`src/rtl/mem_bus_if_pkg.sv`:
```
// mem_bus_if_pkg: shared FSM state encoding and bus-direction constants
// for the pipeline-to-memory bus interface.
`default_nettype none

package mem_bus_if_pkg;

    localparam logic [1:0] ST_IDLE   = 2'd0;
    localparam logic [1:0] ST_ACCESS = 2'd1;
    localparam logic [1:0] ST_DONE   = 2'd2;

    localparam logic WR = 1'b1;
    localparam logic RD = 1'b0;

endpackage

`default_nettype wire

```
`src/rtl/cs_decode.sv`:
```
// cs_decode: combinational region decoder, maps addr[ADDR_W-1:REG_SHIFT]
// to a one-hot chip select and flags whether the region is mapped.
`default_nettype none

module cs_decode #(
    parameter int ADDR_W    = 32,
    parameter int N_CS      = 4,
    parameter int REG_SHIFT = 28
) (
    input  logic [ADDR_W-1:0] addr_i,
    output logic [N_CS-1:0]   cs_o,
    output logic              hit_o
);

    localparam int c_rw = ADDR_W - REG_SHIFT;
    // Wide enough to hold N_CS itself, so the range compare never truncates.
    localparam int c_cw = (c_rw > 5) ? c_rw : 5;

    logic [c_cw-1:0] w_region;
    logic            w_unused_low;

    assign w_region     = c_cw'(addr_i[ADDR_W-1:REG_SHIFT]);
    assign w_unused_low = ^addr_i[REG_SHIFT-1:0];
    assign hit_o        = (w_region < c_cw'(N_CS));

    for (genvar i = 0; i < N_CS; i++) begin : g_cs
        assign cs_o[i] = hit_o && (w_region == c_cw'(i));
    end

endmodule

`default_nettype wire

```
`src/rtl/mem_bus_if.sv`:
```
// mem_bus_if: IDLE/ACCESS/DONE bus master between a stalling pipeline and
// chip-selected memory regions. Define MEM_BUS_TIMEOUT_EN to abort long waits.
`default_nettype none

module mem_bus_if
    import mem_bus_if_pkg::*;
#(
    parameter int DATA_W    = 32,
    parameter int ADDR_W    = 32,
    parameter int N_CS      = 4,
    parameter int REG_SHIFT = 28,
    parameter int TIMEOUT   = 8
) (
    input  logic              clk,
    input  logic              rst,
    input  logic              req,
    input  logic              we,
    input  logic [ADDR_W-1:0] req_addr,
    input  logic [DATA_W-1:0] req_wdata,
    output logic              stall,
    output logic              ack,
    output logic              err,
    output logic [DATA_W-1:0] rdata,
    output logic [ADDR_W-1:0] addr,
    output logic [N_CS-1:0]   cs,
    output logic              wr_rd,
    output logic [DATA_W-1:0] data_bus_write,
    input  logic [DATA_W-1:0] data_bus_read,
    input  logic              ready
);

    logic [1:0]        state_q, state_d;
    logic [ADDR_W-1:0] addr_q;
    logic [DATA_W-1:0] wdata_q;
    logic [DATA_W-1:0] rdata_q;
    logic [N_CS-1:0]   cs_q;
    logic              wr_rd_q;
    logic              err_q;

    logic [N_CS-1:0]   w_cs_dec;
    logic              w_hit;
    logic              w_timeout;

    cs_decode #(
        .ADDR_W    (ADDR_W),
        .N_CS      (N_CS),
        .REG_SHIFT (REG_SHIFT)
    ) u_cs_decode (
        .addr_i (req_addr),
        .cs_o   (w_cs_dec),
        .hit_o  (w_hit)
    );

`ifdef MEM_BUS_TIMEOUT_EN
    localparam int c_cnt_w = $clog2(TIMEOUT + 1);
    logic [c_cnt_w-1:0] wait_q;

    assign w_timeout = ~ready && (wait_q == c_cnt_w'(TIMEOUT - 1));

    always_ff @(posedge clk or posedge rst) begin
        if (rst) begin
            wait_q <= '0;
        end else if (state_q == ST_ACCESS && !ready && !w_timeout) begin
            wait_q <= wait_q + 1'b1;
        end else begin
            wait_q <= '0;
        end
    end
`else
    localparam int c_unused_timeout = TIMEOUT;
    assign w_timeout = 1'b0;
`endif

    always_ff @(posedge clk or posedge rst) begin
        if (rst) begin
            state_q <= ST_IDLE;
        end else begin
            state_q <= state_d;
        end
    end

    always_comb begin
        state_d = state_q;
        case (state_q)
            ST_IDLE:   if (req) state_d = w_hit ? ST_ACCESS : ST_DONE;
            ST_ACCESS: if (ready || w_timeout) state_d = ST_DONE;
            ST_DONE:   state_d = ST_IDLE;
            default:   state_d = ST_IDLE;
        endcase
    end

    always_comb begin
        ack   = (state_q == ST_DONE);
        err   = ack & err_q;
        stall = req & ~ack;
    end

    always_ff @(posedge clk or posedge rst) begin
        if (rst) begin
            addr_q  <= '0;
            wdata_q <= '0;
            rdata_q <= '0;
            cs_q    <= '0;
            wr_rd_q <= RD;
            err_q   <= 1'b0;
        end else begin
            case (state_q)
                ST_IDLE: begin
                    if (req) begin
                        addr_q  <= req_addr;
                        wdata_q <= req_wdata;
                        wr_rd_q <= we;
                        cs_q    <= w_cs_dec;
                        err_q   <= ~w_hit;
                        if (!w_hit) rdata_q <= '0;
                    end
                end
                ST_ACCESS: begin
                    if (ready) begin
                        cs_q  <= '0;
                        err_q <= 1'b0;
                        if (wr_rd_q != WR) rdata_q <= data_bus_read;
                    end else if (w_timeout) begin
                        cs_q    <= '0;
                        err_q   <= 1'b1;
                        rdata_q <= '0;
                    end
                end
                default: ;
            endcase
        end
    end

    assign addr           = addr_q;
    assign cs             = cs_q;
    assign wr_rd          = wr_rd_q;
    assign data_bus_write = wdata_q;
    assign rdata          = rdata_q;

endmodule

`default_nettype wire

```
`config.mk`:
```
export PLATFORM = sky130hd
export DESIGN_NAME = mem_bus_if
export DESIGN_NICKNAME = d
export VERILOG_FILES = /design/src/rtl/mem_bus_if_pkg.sv /design/src/rtl/cs_decode.sv /design/src/rtl/mem_bus_if.sv
export SDC_FILE = /design/constraint.sdc
export NUM_CORES = 1
export LEC_CHECK = 0
export CAP_MARGIN = 20
export CORE_MARGIN = 2
export CORE_UTILIZATION = 43
export CTS_CLUSTER_DIAMETER = 60
export DETAILED_ROUTE_END_ITERATION = 12
export GPL_TIMING_DRIVEN = 0
export PLACE_DENSITY = 0.85
export SLEW_MARGIN = 20
export SYNTH_ARGS = -nofsm -noshare
export SYNTH_HDL_FRONTEND = slang
export SYNTH_HIERARCHICAL = 1
export SYNTH_SLANG_ARGS = --single-unit
```
`constraint.sdc`:
```
create_clock -name clk -period 6.6 [get_ports clk]
set_input_delay 0.99 -clock clk [delete_from_list [all_inputs] [get_ports clk]]
set_output_delay 0.99 -clock clk [all_outputs]
set_load 0.01 [all_outputs]
```
==> flow_summary.toml, run 1 <==
[routing]
wire_per_inst_um = 17.03
drc = 0
vias = 2833
dr.pass1.iters = 4
wl_met2_um = 4733
top_layer_used = "met4"
ant_nets = 0
met3_length_um = 892
drt-initial-drc-count = 52
totalWireLength_um = 9725
avgViaCountPerCell = 4.961
wirelength_met1_um = 3983

[synthesis]
yosysWarnings = 6
yosysSeqAreaShare_pct = 65.95
netlist.top_cell.by_area = "dfrtp_1"
syn-num-nets = 343
synthTopCellsByArea = "dfrtp_1, mux2_2, a22o_1"
yosys.area.top_type_share_pct = 65.95
synth.avg_cell_area_sq_um = 16.31
postSynthCellCount = 242
synth_seq_cells = 104
ys_types = 21
synth_area_sq_um = 3946

[grt]
grt_antenna_before_repair = 0
overflow = 0
grtUsageTotal_pct = 20.02
grt_pass1_wl_um = 15610
first_global_vias = 3090
grt_max_degree = 54

[critical_path]
worstReg2RegStart = "state_q[0]"
arrival_ns = 2.22
endpoint_kind = "primary output"
cp.required_ns = 5.61
r2r_cells = 4
rrSetupSlack_ns = 5.04
path_class = "in -> out"
crit_fanout = 4
start_kind = "input pin"
r2r-end = "addr[10]"
endpoint = "stall"
startpoint = "req"

[pwr]
ir_drop_v = 0.0001566
leakagePower_nw = 2.698
powerDensity_nw_per_um2 = 266.9

[timing]
setup-tns-final_ns = 0
fin_ws_ns = 3.387
slew_headroom_pct = 68.29
hold_viol = 0
fin_crit_sh_pct = 48.68
rsz0062_at_grt = "false"
finalSetupViolations = 0
fin_worst_skew_ns = 0.01502
hold_slack_ns = 0.4913
layout_min_cycle_time_ns = 3.213
worst_pin_slew_ns = 0.4756
fmax_mhz = 311.2
slew_viol_final = 0

[placed_design]
place.gp.congestion = 0.7684
dpl-instance-area_sq_um = 6156
dp_worst_setup_slack_ns = 3.414
place_hpwl_um = 7396
portBuffers = 204

[cells_and_area]
final_cell_mix = "clkdlybuf4s50_1, dfrtp_1, mux2_2"
final_util_pct = 72.17
design_area_sq_um = 6355
mostFrequentLayoutCell = "clkdlybuf4s50_1"
nNetsFinal = 559
num_antenna_cells = 0
syn2layout_area_growth_pct = 61.03
fillers = 616
drive_gt1_share_pct = 15.33

[clock_network]
root_buffer = "clkbuf_8"
path_clk_slew_ns = 0.09
cts_tree = "done"
post_cts_buffers = 0
cts-resized-gates = 0
clockBufferDepth = 2
cts_inserted_buffers = 9
cts_hold_buf = 0
cts.sinks = 104
htree_num_levels = 3
clock_latency_ns = 0.35

[run_status]
status = "completed"

[floorplan]
die_height_um = 99.80
start_util_pct = 44.81
die_x_um = 99.80
core_sq_um = 8806
dieArea_sq_um = 9960
row_count = 34
num_io_pins = 205

[min_path]
hold_path_class = "reg -> reg"

[job]
max_cap_violations = 0
critical path: stages:
cell	delay, ns
clkdlybuf4s50_1	0.52
nor2b_1	0.15
clkdlybuf4s50_1	0.56
registers in the layout, summed over array words and instances (netlist names):
name	flops
err_q	1
data_bus_write	32
rdata	32
cs	4
addr	32
state_q	2
wr_rd	1
how the worst min path moves through the flow:
| stage | startpoint | end | slack [ns] | cells after the start |
|---|---|---|---|---|
| floorplan | state_q[1] | state_q[0] | 0.45 | 1 |
| global placement | addr[18] | addr[18] | 0.47 | 1 |
| detailed placement | addr[16] | addr[16] | 0.47 | 1 |
| CTS | addr[16] | addr[16] | 0.50 | 1 |
| global route | addr[27] | addr[27] | 0.52 | 1 |
| finish | data_bus_write[2] | data_bus_write[2] | 0.49 | 1 |
per-layer routing:
metal  vias up  track usage, %
met1      1375           24.77
met4         0           5.163
met3        12           6.058
li1       1308               -
met2       138           34.51
met5         -               0
cell families after synthesis:
family,count (synthesis),synth area share (%)
and+or+nand+nor,15,2.664
AOI/OAI and AO/OA,39,8.751
DFF,104,65.95
muxes,66,18.80
buffers and inverters,18,3.837
synth_stat cells:
cell      count
mux2i_1       1
nor4b_1       2
dfrtp_1     104
nor2_1        3
nor3b_1       1
mux2_2       38
buf_4         1
and2_1        1
inv_1         2
a21oi_4       1
or2_0         1
and4bb_1      1
nor2b_1       4
a21oi_1       1
and4bb_2      1
buf_2         4
clkbuf_1      1
a22o_1       37
mux2_1       27
buf_6        10
nor4_1        1
through the flow:
| stage | total power, mW | instances |
|---|---|---|
| global route | 1.778 | 571 |
| finish | 1.696 | 571 |
| CTS | 1.714 | 571 |
| global placement | 1.301 | 554 |
| floorplan | 1.002 | 242 |
| detailed placement | 1.321 | 555 |
power by group:
group	switching [mW]	total [mW]	internal, mW
Combinational	0.183	0.507	0.324
Clock	0.207	0.394	0.187
Sequential	0.0535	0.795	0.741
layout make-up:
| class | instances | area (sq um) | area share [%] |
|---|---|---|---|
| inverter | 2 | 12.51 | 0.1969 |
| tap | 108 | 135.1 | 2.126 |
| multi-input combinational | 120 | 1192 | 18.76 |
| clock buffer | 12 | 145.1 | 2.284 |
| sequential | 104 | 2603 | 40.95 |
| clock inverter | 4 | 53.80 | 0.8466 |
| buffer | 16 | 143.9 | 2.264 |
| timing repair buffer | 205 | 2069 | 32.57 |
No activity file was read; power rests on OpenSTA's default activity.
==> run 2, diff against run 1 <==
CORE_UTILIZATION = 36   (was 43)
PLACE_DENSITY = 0.76   (was 0.85)
clock period = 2.88 ns   (was 6.6 ns; I/O delays follow)
==> run 2 against run 1 <==
Against the previous run: routed wire length about the same; critical path depth unchanged; cell count increased by 6.0%; largest cell class unchanged; highest routed layer unchanged.
==> flow_summary.toml, run 2 (synthesis gave the netlist of run 1 again) <==
[run_status]
status = "completed"

[placed_design]
portBuffers = 204
place.gp.congestion = 0.7137
place_hpwl_um = 7451

[timing]
fmax_mhz = 461.0
rsz0062_at_grt = "false"
fin_worst_skew_ns = 0.004168
slew_headroom_pct = 64.96
slew_viol_final = 0
fin_crit_sh_pct = 75.31
setup-tns-final_ns = 0
hold_viol = 0
worst_pin_slew_ns = 0.5244
finalSetupViolations = 0
layout_min_cycle_time_ns = 2.169

[cells_and_area]
num_antenna_cells = 0
nNetsFinal = 561
syn2layout_area_growth_pct = 62.43
fillers = 880
final_cell_mix = "clkdlybuf4s50_1, dfrtp_1, mux2_2"
mostFrequentLayoutCell = "clkdlybuf4s50_1"
drive_gt1_share_pct = 15.70

[critical_path]
endpoint_kind = "primary output"
crit_path_top_delay_cell = "clkdlybuf4s50_1"
rrSetupSlack_ns = 1.32
r2r-end = "data_bus_write[31]"
crit_fanout = 6
cp.depth = 3
cpPeakStageDelay_ns = 0.55
critPathBufInv = 1
startpoint = "state_q[0]"
path_class = "reg -> out"
crit_chain = "nor2b_1 -> and2_1 -> clkdlybuf4s50_1"
worstReg2RegStart = "state_q[0]"
cp.required_ns = 2.45
start_kind = "register"
r2r_cells = 4
arrival_ns = 1.74
endpoint = "err"
cp_top_family = "buffers and inverters"

[grt]
overflow = 0
first_global_vias = 2994
grtUsageTotal_pct = 16.97
grt_max_degree = 36
grt_pass1_wl_um = 15420
grt_antenna_before_repair = 0

[routing]
vias = 2827
dr.pass1.iters = 4
drc = 0
drt-initial-drc-count = 81
avgViaCountPerCell = 4.673
ant_nets = 0
totalWireLength_um = 9723
wire_per_inst_um = 16.07

[clock_network]
cts_inserted_buffers = 9
cts.sinks = 104
htree_num_levels = 3
clockBufferDepth = 2
cts_hold_buf = 0
cts_tree = "done"
post_cts_buffers = 0
root_buffer = "clkbuf_8"
cts-resized-gates = 0
path_clk_slew_ns = 0.09
clock_latency_ns = 0.35

[floorplan]
num_io_pins = 205
row_count = 38
start_util_pct = 36.73
core_sq_um = 10750
dieArea_sq_um = 11820
die_height_um = 108.7
die_x_um = 108.7

[pwr]
leakagePower_nw = 2.694
powerDensity_nw_per_um2 = 591.9
ir_drop_v = 0.0002596
total_power_mw = 3.794

[job]
max_cap_violations = 0

[min_path]
hold_path_class = "in -> async"
==> run 2: cell count changes in the layout (fill, tap and decap cells not counted), sizes merged <==
cell | before | now
clkinvlp | 2 | 5
buf | 16 | 18
bufinv | 1 | 0
clkinv | 1 | 0
inv | 2 | 1
==> run 2: worst register-to-register path, cell delays in order, from the launching register on <==
cell and delay [ns]:
dfrtp_1 0.45, nor3b_1 0.20, buf_4 0.25, buf_6 0.19, mux2_2 0.35
==> run 2: layout make-up <==
class	count	area (sq um)	area share, %
Inverter	2	11.26	0.1757
Multi-Input combinational cell	120	1192	18.60
Timing Repair Buffer	207	2110	32.91
Clock buffer	12	145.1	2.264
Clock inverter	4	30.03	0.4685
Tap cell	140	175.2	2.733
Sequential cell	104	2603	40.60
Buffer	16	143.9	2.245
==> run 2: power breakdown <==
| part | switching (mW) | total (mW) | internal [mW] |
|---|---|---|---|
| Combinational | 0.415 | 1.16 | 0.747 |
| Sequential | 0.122 | 1.82 | 1.70 |
| Clock | 0.473 | 0.812 | 0.339 |
| Total | 1.01 | 3.79 | 2.78 |
==> run 2: metal layers <==
metal | part of all wire [%] | wire length [um] | vias to the layer above | global-route usage [%]
li1 | - | - | 1313 | -
met1 | 41 | 3988 | 1369 | 21.04
met2 | 48 | 4641 | 134 | 27.59
met3 | 9.7 | 945 | 11 | 5.858
met4 | 1.5 | 148 | 0 | 6.044
met5 | 0 | 0 | - | 0
==> run 2: metrics by stage <==
stage	setup slack (ns)	instances	area [sq um]	utilization [%]	hold slack, ns
2_1_floorplan	1.202	242	3950	-	0.4456
3_3_place_gp	0.2229	586	6167	57.39	0.4677
3_5_place_dp	0.7908	589	6235	58.02	0.4737
4_1_cts	0.6784	605	6410	59.65	0.4510
5_1_grt	0.5804	605	6410	59.65	0.4765
6_report	0.7110	605	6410	59.65	0.4589
==> run 2: worst min-delay path by stage <==
| stage | start | end | slack (ns) | cells past startpoint |
|---|---|---|---|---|
| 2_1_floorplan | state_q[1] | state_q[0] | 0.45 | 1 |
| 3_3_place_gp | data_bus_write[1] | data_bus_write[1] | 0.47 | 1 |
| 3_5_place_dp | addr[30] | addr[30] | 0.47 | 1 |
| 4_1_cts | rst | rdata[18] | 0.45 | 2 |
| 5_1_grt | rst | wr_rd | 0.48 | 2 |
| 6_report | rst | rdata[23] | 0.46 | 2 |
==> run 3, diff against run 2 <==
CORE_UTILIZATION = 39   (was 36)
PLACE_DENSITY = 0.78   (was 0.76)
clock period = 2.07 ns   (was 2.88 ns; I/O delays follow)
==> run 3 against run 2 <==
Against the previous run: clock-buffer cell count increased by 1; via count increased by 1.3%; setup slack got worse by 0.60 ns; clock power increased by 37%; power increased by 39%; hold slack got worse by 0.17 ns; largest power group unchanged; flip-flop and latch count unchanged; routed wire length increased by 2.2%; highest routed layer unchanged; global-route usage increased by 1.9 points; combinational power increased by 40%.
==> flow_summary.toml, run 3 (synthesis gave the netlist of run 1 again) <==
[critical_path]
cp_top_family = "buffers and inverters"
cpPeakStageDelay_ns = 0.54
critPathBufInv = 1
arrival_ns = 1.65
crit_chain = "nor2b_2 -> and2_1 -> clkdlybuf4s50_1"
r2r_cells = 4
path_class = "reg -> out"
r2r-end = "data_bus_write[18]"
worstReg2RegStart = "state_q[0]"
endpoint_kind = "primary output"
rrSetupSlack_ns = 0.54
cp.required_ns = 1.76
crit_fanout = 6
startpoint = "state_q[0]"
start_kind = "register"
crit_path_top_delay_cell = "clkdlybuf4s50_1"

[timing]
slew_headroom_pct = 73.48
finalSetupViolations = 0
setup-tns-final_ns = 0
rsz0062_at_grt = "false"
fin_ws_ns = 0.1105
fmax_mhz = 510.3
fin_crit_sh_pct = 94.66
layout_min_cycle_time_ns = 1.959
fin_worst_skew_ns = 0.01003
hold_viol = 0
hold_slack_ns = 0.2928
worst_pin_slew_ns = 0.3969
slew_viol_final = 0

[routing]
drt-initial-drc-count = 54
avgViaCountPerCell = 4.789
vias = 2864
dr.pass1.iters = 4
ant_nets = 0
wire_per_inst_um = 16.62
drc = 0
totalWireLength_um = 9937

[placed_design]
dpl-instance-area_sq_um = 6218
dp_worst_setup_slack_ns = 0.1442
portBuffers = 204
place.gp.congestion = 0.7046
placed_cells = 582
place_hpwl_um = 7710

[clock_network]
clockBufferDepth = 2
cts_tree = "done"
htree_num_levels = 3
cts_inserted_buffers = 9
clock_latency_ns = 0.36
cts.sinks = 104
path_clk_slew_ns = 0.09
root_buffer = "clkbuf_8"
post_cts_buffers = 0

[floorplan]
dieArea_sq_um = 10940
start_util_pct = 40.19
row_count = 36
die_x_um = 104.6
core_sq_um = 9819
num_io_pins = 205
die_height_um = 104.6

[grt]
grt_antenna_before_repair = 0
first_global_vias = 3103
overflow = 0
grtUsageTotal_pct = 18.86
grt_max_degree = 36
grt_pass1_wl_um = 16150

[cells_and_area]
nNetsFinal = 561
stdcell_count = 598
num_antenna_cells = 0
syn2layout_area_growth_pct = 61.86
final_cell_mix = "clkdlybuf4s50_1, dfrtp_1, mux2_2"
fillers = 796
mostFrequentLayoutCell = "clkdlybuf4s50_1"
design_area_sq_um = 6387
drive_gt1_share_pct = 15.70

[job]
max_cap_violations = 0

[run_status]
status = "completed"

[pwr]
ir_drop_v = 0.0004305
leakagePower_nw = 2.700
powerDensity_nw_per_um2 = 824.1

[min_path]
hold_path_class = "in -> async"
==> run 3: layout make-up <==
class | instances | area, sq um | area share, %
Buffer | 16 | 143.9 | 2.253
Clock buffer | 13 | 148.9 | 2.331
Clock inverter | 3 | 17.52 | 0.2742
Inverter | 2 | 11.26 | 0.1763
Multi-Input combinational cell | 120 | 1195 | 18.71
Sequential cell | 104 | 2603 | 40.74
Tap cell | 133 | 166.4 | 2.605
Timing Repair Buffer | 207 | 2102 | 32.91
==> run 3: through the flow <==
step | power (mW) | util, %
after global routing | 5.538 | 65.05
after floorplan | 3.195 | -
after CTS | 5.335 | 65.02
after detailed placement | 4.214 | 63.33
final | 5.264 | 65.05
after global placement | 4.154 | 62.72
==> run 3: power breakdown <==
part	leakage [nW]	total (mW)	internal [mW]	switching [mW]
sequential	1.29	2.53	2.36	0.170
combinational	1.32	1.62	1.04	0.580
clock	0.0834	1.11	0.469	0.643
total	2.70	5.26	3.87	1.39
==> run 3: repair_timing <==
action,4_1_cts,5_1_grt
setup endpoints to repair,0,1
gates resized for setup,0,1
hold buffers,0,0
==> run 3: worst max path at each step <==
stage | endpoint | slack, ns | cells past startpoint
finish | err | 0.11 | 3
global route | err | 0.02 | 3
CTS | err | 0.05 | 3
detailed placement | addr[18] | 0.14 | 5
global placement | rdata[30] | -0.48 | 2
floorplan | addr[0] | 0.51 | 1
==> run 3: layer usage <==
metal / wire length (um) / track usage [%]
met1: 3960 / 22.42
met2: 5044 / 32.07
met3: 810 / 7.049
met4: 122 / 5.429
met5: 0 / 0
